### config.mk
export PLATFORM = sky130hd
export DESIGN_NAME = step_dir_conditioner
export DESIGN_NICKNAME = d
export VERILOG_FILES = /design/src/rtl/step_dir_conditioner_pkg.sv /design/src/rtl/sync_glitch_filter.sv /design/src/rtl/step_dir_conditioner.sv
export SDC_FILE = /design/constraint.sdc
export NUM_CORES = 1
export LEC_CHECK = 0
export CORE_UTILIZATION = 40
export CTS_CLUSTER_SIZE = 14
export DETAILED_ROUTE_END_ITERATION = 16
export PLACE_DENSITY = 0.69
export SLEW_MARGIN = 20
export SYNTH_ARGS = -nofsm -noshare
export SYNTH_HDL_FRONTEND = slang
export SYNTH_HIERARCHICAL = 1
export SYNTH_SLANG_ARGS = --single-unit
### constraint.sdc
create_clock -name clk -period 3.8 [get_ports clk]
set_input_delay 0.57 -clock clk [delete_from_list [all_inputs] [get_ports clk]]
set_output_delay 0.57 -clock clk [all_outputs]
set_load 0.01 [all_outputs]
### src/rtl/step_dir_conditioner_pkg.sv
// step_dir_conditioner_pkg: shared FSM encoding and parameter defaults for the STEP/DIR front end
package step_dir_conditioner_pkg;
  typedef enum logic {ST_RUN = 1'b0, ST_HOLD = 1'b1} state_t;
  localparam int SYNC_STAGES_DEF      = 2;
  localparam int FILTER_CYCLES_DEF    = 4;
  localparam int DIR_SETUP_CYCLES_DEF = 8;
  localparam int STEP_GAP_CYCLES_DEF  = 4;
  localparam int PEND_WIDTH_DEF       = 4;
  localparam int POS_WIDTH_DEF        = 32;
endpackage

### src/rtl/sync_glitch_filter.sv
// sync_glitch_filter: pin synchroniser, optional inversion, then a stable-count deglitcher
module sync_glitch_filter #(
  parameter int SYNC_STAGES   = 2,
  parameter int FILTER_CYCLES = 4
)(
  input  logic clk,
  input  logic reset,
  input  logic d,
  input  logic inv,
  output logic q
);
  localparam int CW = $clog2(FILTER_CYCLES + 1);
  logic [SYNC_STAGES-1:0] r_sync;
  logic [CW-1:0]          r_cnt;
  logic                   r_q;
  logic                   w_raw, w_diff, w_done;
  assign w_raw  = r_sync[SYNC_STAGES-1] ^ inv;
  assign w_diff = w_raw ^ r_q;
  assign w_done = w_diff && (r_cnt == CW'(FILTER_CYCLES - 1));
  assign q      = r_q;
  always_ff @(posedge clk) begin
    if (reset) begin
      r_sync <= '0;
      r_cnt  <= '0;
      r_q    <= 1'b0;
    end else begin
      r_sync <= {r_sync[SYNC_STAGES-2:0], d};
      r_cnt  <= (w_diff && !w_done) ? r_cnt + 1'b1 : '0;
      r_q    <= w_done ? w_raw : r_q;
    end
  end
endmodule

### src/rtl/step_dir_conditioner.sv
// step_dir_conditioner: deglitched STEP/DIR front end with dir setup hold, step pacing and position count
module step_dir_conditioner
  import step_dir_conditioner_pkg::*;
#(
  parameter int SYNC_STAGES      = SYNC_STAGES_DEF,
  parameter int FILTER_CYCLES    = FILTER_CYCLES_DEF,
  parameter int DIR_SETUP_CYCLES = DIR_SETUP_CYCLES_DEF,
  parameter int STEP_GAP_CYCLES  = STEP_GAP_CYCLES_DEF,
  parameter int PEND_WIDTH       = PEND_WIDTH_DEF,
  parameter int POS_WIDTH        = POS_WIDTH_DEF
)(
  input  logic                  clk,
  input  logic                  reset,
  input  logic                  step_in,
  input  logic                  dir_in,
  input  logic                  enable,
  input  logic                  invert_step,
  input  logic                  invert_dir,
  input  logic                  pos_clear,
  input  logic                  fault_clear,
  output logic                  step_out,
  output logic                  dir_out,
  output logic [POS_WIDTH-1:0]  position,
  output logic [PEND_WIDTH-1:0] pending,
  output logic                  overflow,
  output logic                  dir_fault
);
  localparam int SW = $clog2(DIR_SETUP_CYCLES + 1);
  localparam int GW = $clog2(STEP_GAP_CYCLES + 1);
  localparam logic [PEND_WIDTH-1:0] PMAX = '1;
  state_t                r_state, w_state;
  logic [PEND_WIDTH-1:0] r_cur, r_nxt, w_cur, w_nxt;
  logic [SW-1:0]         r_settle, w_settle;
  logic [GW-1:0]         r_gap, w_gap;
  logic [POS_WIDTH-1:0]  r_pos;
  logic                  r_dir, w_dir, r_tgt, w_tgt, r_step_d, r_dir_d, r_ovf, r_flt;
  logic                  w_step_f, w_dir_f, w_step_evt, w_dir_evt, w_pulse, w_ovf, w_flt;

  sync_glitch_filter #(.SYNC_STAGES(SYNC_STAGES), .FILTER_CYCLES(FILTER_CYCLES)) u_step (
    .clk(clk), .reset(reset), .d(step_in), .inv(invert_step), .q(w_step_f));
  sync_glitch_filter #(.SYNC_STAGES(SYNC_STAGES), .FILTER_CYCLES(FILTER_CYCLES)) u_dir (
    .clk(clk), .reset(reset), .d(dir_in), .inv(invert_dir), .q(w_dir_f));

  assign w_step_evt = enable && w_step_f && !r_step_d;
  assign w_dir_evt  = enable && (w_dir_f ^ r_dir_d);
  assign w_pulse    = enable && r_cur != '0 && r_gap == '0 && r_settle == '0;
  assign step_out   = w_pulse;
  assign dir_out    = r_dir;
  assign position   = r_pos;
  assign pending    = r_cur;
  assign overflow   = r_ovf;
  assign dir_fault  = r_flt;

  // Gap loads one less than the spacing so pulses land exactly STEP_GAP_CYCLES apart
  always_comb begin
    w_state  = r_state;
    w_cur    = r_cur - PEND_WIDTH'(w_pulse);
    w_nxt    = r_nxt;
    w_dir    = r_dir;
    w_tgt    = w_dir_evt ? w_dir_f : r_tgt;
    w_settle = r_settle - SW'(r_settle != '0);
    w_gap    = w_pulse ? GW'(STEP_GAP_CYCLES - 1) : r_gap - GW'(r_gap != '0);
    w_ovf    = 1'b0;
    w_flt    = 1'b0;
    if (r_state == ST_RUN) begin
      w_ovf = w_step_evt && !w_pulse && r_cur == PMAX;
      w_cur = w_step_evt ? ((w_pulse || w_ovf) ? r_cur : r_cur + 1'b1) : w_cur;
      if (w_dir_evt && r_cur == '0) begin
        w_dir    = w_dir_f;
        w_settle = SW'(DIR_SETUP_CYCLES);
      end else if (w_dir_evt) begin
        w_state = ST_HOLD;
      end
    end else begin
      w_ovf = w_step_evt && r_nxt == PMAX;
      w_nxt = (w_step_evt && !w_ovf) ? r_nxt + 1'b1 : r_nxt;
      w_flt = w_dir_evt;
      if (r_cur == '0) begin
        w_dir    = w_tgt;
        w_settle = SW'(DIR_SETUP_CYCLES);
        w_cur    = w_nxt;
        w_nxt    = '0;
        w_state  = ST_RUN;
      end
    end
    if (!enable) begin
      w_cur   = '0;
      w_nxt   = '0;
      w_state = ST_RUN;
    end
  end

  always_ff @(posedge clk) begin
    if (reset) begin
      r_state  <= ST_RUN;
      r_cur    <= '0;
      r_nxt    <= '0;
      r_settle <= '0;
      r_gap    <= '0;
      r_pos    <= '0;
      r_dir    <= 1'b0;
      r_tgt    <= 1'b0;
      r_step_d <= 1'b0;
      r_dir_d  <= 1'b0;
      r_ovf    <= 1'b0;
      r_flt    <= 1'b0;
    end else begin
      r_state  <= w_state;
      r_cur    <= w_cur;
      r_nxt    <= w_nxt;
      r_settle <= w_settle;
      r_gap    <= w_gap;
      r_pos    <= pos_clear ? '0 : w_pulse ? (r_dir ? r_pos + 1'b1 : r_pos - 1'b1) : r_pos;
      r_dir    <= w_dir;
      r_tgt    <= w_tgt;
      r_step_d <= w_step_f;
      r_dir_d  <= w_dir_f;
      r_ovf    <= w_ovf || (r_ovf && !fault_clear);
      r_flt    <= w_flt || (r_flt && !fault_clear);
    end
  end
endmodule
==> qor.csv <==
metric,value,unit
status,"finished, final reports clean",
"Cell Area, Placed",0.00503,mm²
Vias/cell,5.51,
clk sinks,66,
"Cell Chain, Critical Path",inv_1 -> ha_1 -> o211ai_1 -> a21o_1 -> a31oi_1 -> o21ai_1 -> o31ai_2 -> nor2b_1 -> nor3_1 -> a311o_1,
Yosys top cell by area,dfxtp_1,
Initial Util,40.9,%
share of post-route cells with drive strength above 1,6.81,%
peak supply drop,0.343,mV
core box area,0.0108,mm²
fin nets,650,
Post-CTS Setup Inserts,0,
largest net degree at the start of global routing,38,
port buffer count,48,
"EDFF count, synth",0,
Filler Cell Count,1079,
slowest cell on the critical path,ha_1,
syn avg cell area,8.06,µm²
gr usage total,19.4,%
synthesis-stage register bit count,66,
Starting DRT DRC Count,156,
htree depth,3,
initial antenna violation count,0,
crit path max fanout,24,
Fin. Hold Viols,0,
routability cong.,0.852,
required time of the critical path,4050,ps
Clock transition at path regs,80,ps
antenna diode count,0,
Worst-Skew Late Latency,360,ps
number of global-route vias before repair,4014,
# IOs,49,
Max Clk Rate,298,MHz
synth top area cells,"dfxtp_1, ha_1, a21oi_1, nand2_1, xnor2_1",
post-CTS sizing,0,
site row count,38,
remaining global-route overflow,0,
1st-pass router iterations,5,
full die area,0.0115,mm²
Static Leakage,0.00208,µW
Worst-Margin Slew,922,ps
Critical Path Start Type,flop,
Setup-failing EPs final,0,
CTS buffer count,9,
DP HPWL,7740,µm
Tmin final,3360,ps
pins over their slew limit,0,
Clock Skew,6.72,ps
WHS Path Cells,1,
Die Span X,107,µm
Worst R2R Path Depth,10,
register area share after synthesis,29.8,%
Slew headroom,38.4,%
Max Cap Violations,0,
Crit. End Element,flop,
area of the mapped netlist,0.00443,mm²
"count leader, synth",a21oi_1,
Routed wire per std cell,14.2,µm
Setup CP Type,reg -> reg,
synth warn,6,
die height,107,µm
setup tns final,0,ps
Root Driver,clkbuf_8,
first-pass GRT wire length,18000,µm
Synth Net Count,603,
multi-input logic area,0.00293,mm²
DRC viols,0,
Power Density,321,mW/mm²
WL final,10600,µm
top_reg_cell synth,dfxtp_1,
vias,4092,
clk buf depth,2,
RSZ-0062 raised after global routing,no,
CTS tree,yes,
Routed Antenna Nets,0,
fin crit share,88.4,%
synth unique cells,62,
CP arrival,3610,ps
Worst path max stage delay,580,ps
WHS,438,ps
Synth top area share,29.8,%
Mapped Cells,550,
Power Total,1690,µW
P&R area growth vs syn,18.6,%
Hold Buf Count CTS,0,
worst hold path class,reg -> reg,
Sequential Area,0.00132,mm²
Commonest cells post-synth,"a21oi_1, nand2_1, dfxtp_1",
Final Cell Area,0.00526,mm²
"Async S/R FF share, synth",0,%
-- final cells by class --
| cell class | instances | share of cell area [%] |
|---|---|---|
| Clock buffer | 9 | 2.35 |
| Timing Repair Buffer | 53 | 9.85 |
| Clock inverter | 7 | 1.93 |
| Multi-Input combinational cell | 444 | 55.8 |
| Sequential cell | 66 | 25.1 |
| Tap cell | 140 | 3.33 |
| Inverter | 23 | 1.64 |
-- power breakdown --
group / internal [µW] / switching, µW / leakage (µW)
Clock: 375 / 313 / 0.000106
Sequential: 727 / 22.2 / 0.000535
Combinational: 115 / 138 / 0.00144
Total: 1220 / 473 / 0.00208
-- final timing paths --
kind	startpoint	slack [ps]	endpoint
setup / recovery	dir_out	440	position[30]
hold / removal	u_dir/r_cnt[0]	440	u_dir/r_cnt[0]
setup reg to reg	dir_out	440	position[30]
hold reg to reg	u_dir/r_cnt[0]	440	u_dir/r_cnt[0]
-- placed cells by master, fill, tap and decap left out, types with 3 or more instances in the layout --
master / n
o21ai_1: 8
nand3_1: 16
nand4_1: 7
o21bai_1: 3
ha_1: 43
a211oi_1: 6
nor2_1: 42
xnor2_1: 23
o21a_1: 4
and2_1: 3
nand4b_1: 4
nand2b_1: 7
buf_4: 5
nand2_1: 71
clkdlybuf4s50_1: 48
inv_1: 23
a21oi_1: 75
o22ai_1: 5
a31oi_1: 5
a22oi_1: 3
o211ai_1: 6
o21ai_0: 21
clkbuf_8: 9
dfxtp_1: 66
nor4_1: 8
xor2_1: 10
nor2b_1: 8
a21o_1: 12
nor3_1: 13
-- kinds of logic (layout without fill, tap and decap cells) --
logic type,after synthesis,count (layout),synth area share (%)
and+or+nand+nor,196,196,21.9
AOI/OAI and AO/OA,166,166,23.3
DFF,66,66,29.8
adders and majority gates,44,44,12.6
buffers and inverters,40,92,4.23
xor gates and xnor gates,35,35,7.53
muxes,3,3,0.705
-- state kept, by name (all words and copies together), names as in the netlist, 2 cells and up --
| signal | cells |
|---|---|
| position | 32 |
| u_dir/r_cnt | 3 |
| r_gap | 3 |
| r_nxt | 4 |
| u_step/r_cnt | 3 |
| u_dir/r_sync | 2 |
| u_step/r_sync | 2 |
| r_settle | 4 |
| pending | 4 |
-- worst max-delay path: cells and delay by family (launching register included) --
| family | cells | cell delay [ps] |
|---|---|---|
| flip-flops | 1 | 460 |
| AND/OR/NAND/NOR | 2 | 300 |
| buffers and inverters | 1 | 470 |
| adder cells (fa/ha/maj) | 1 | 580 |
| AO/OA/AOI/OAI | 6 | 1430 |
-- routing by layer --
layer	global-route usage, %	vias up	part of all wire, %
met2	35.0	91	51
met1	21.9	1919	43
met3	5.02	12	4.6
met5	0	-	0
li1	-	2070	-
met4	6.85	0	1.1
-- stage by stage --
step	util, %	worst slack, ps	std cells
CTS	48.5	484	742
floorplan	-	830	550
global route	48.5	118	742
detailed placement	46.4	504	726
global placement	46.4	594	726
finish	48.5	441	742
Note: power is estimated with default switching activity, not from simulation.
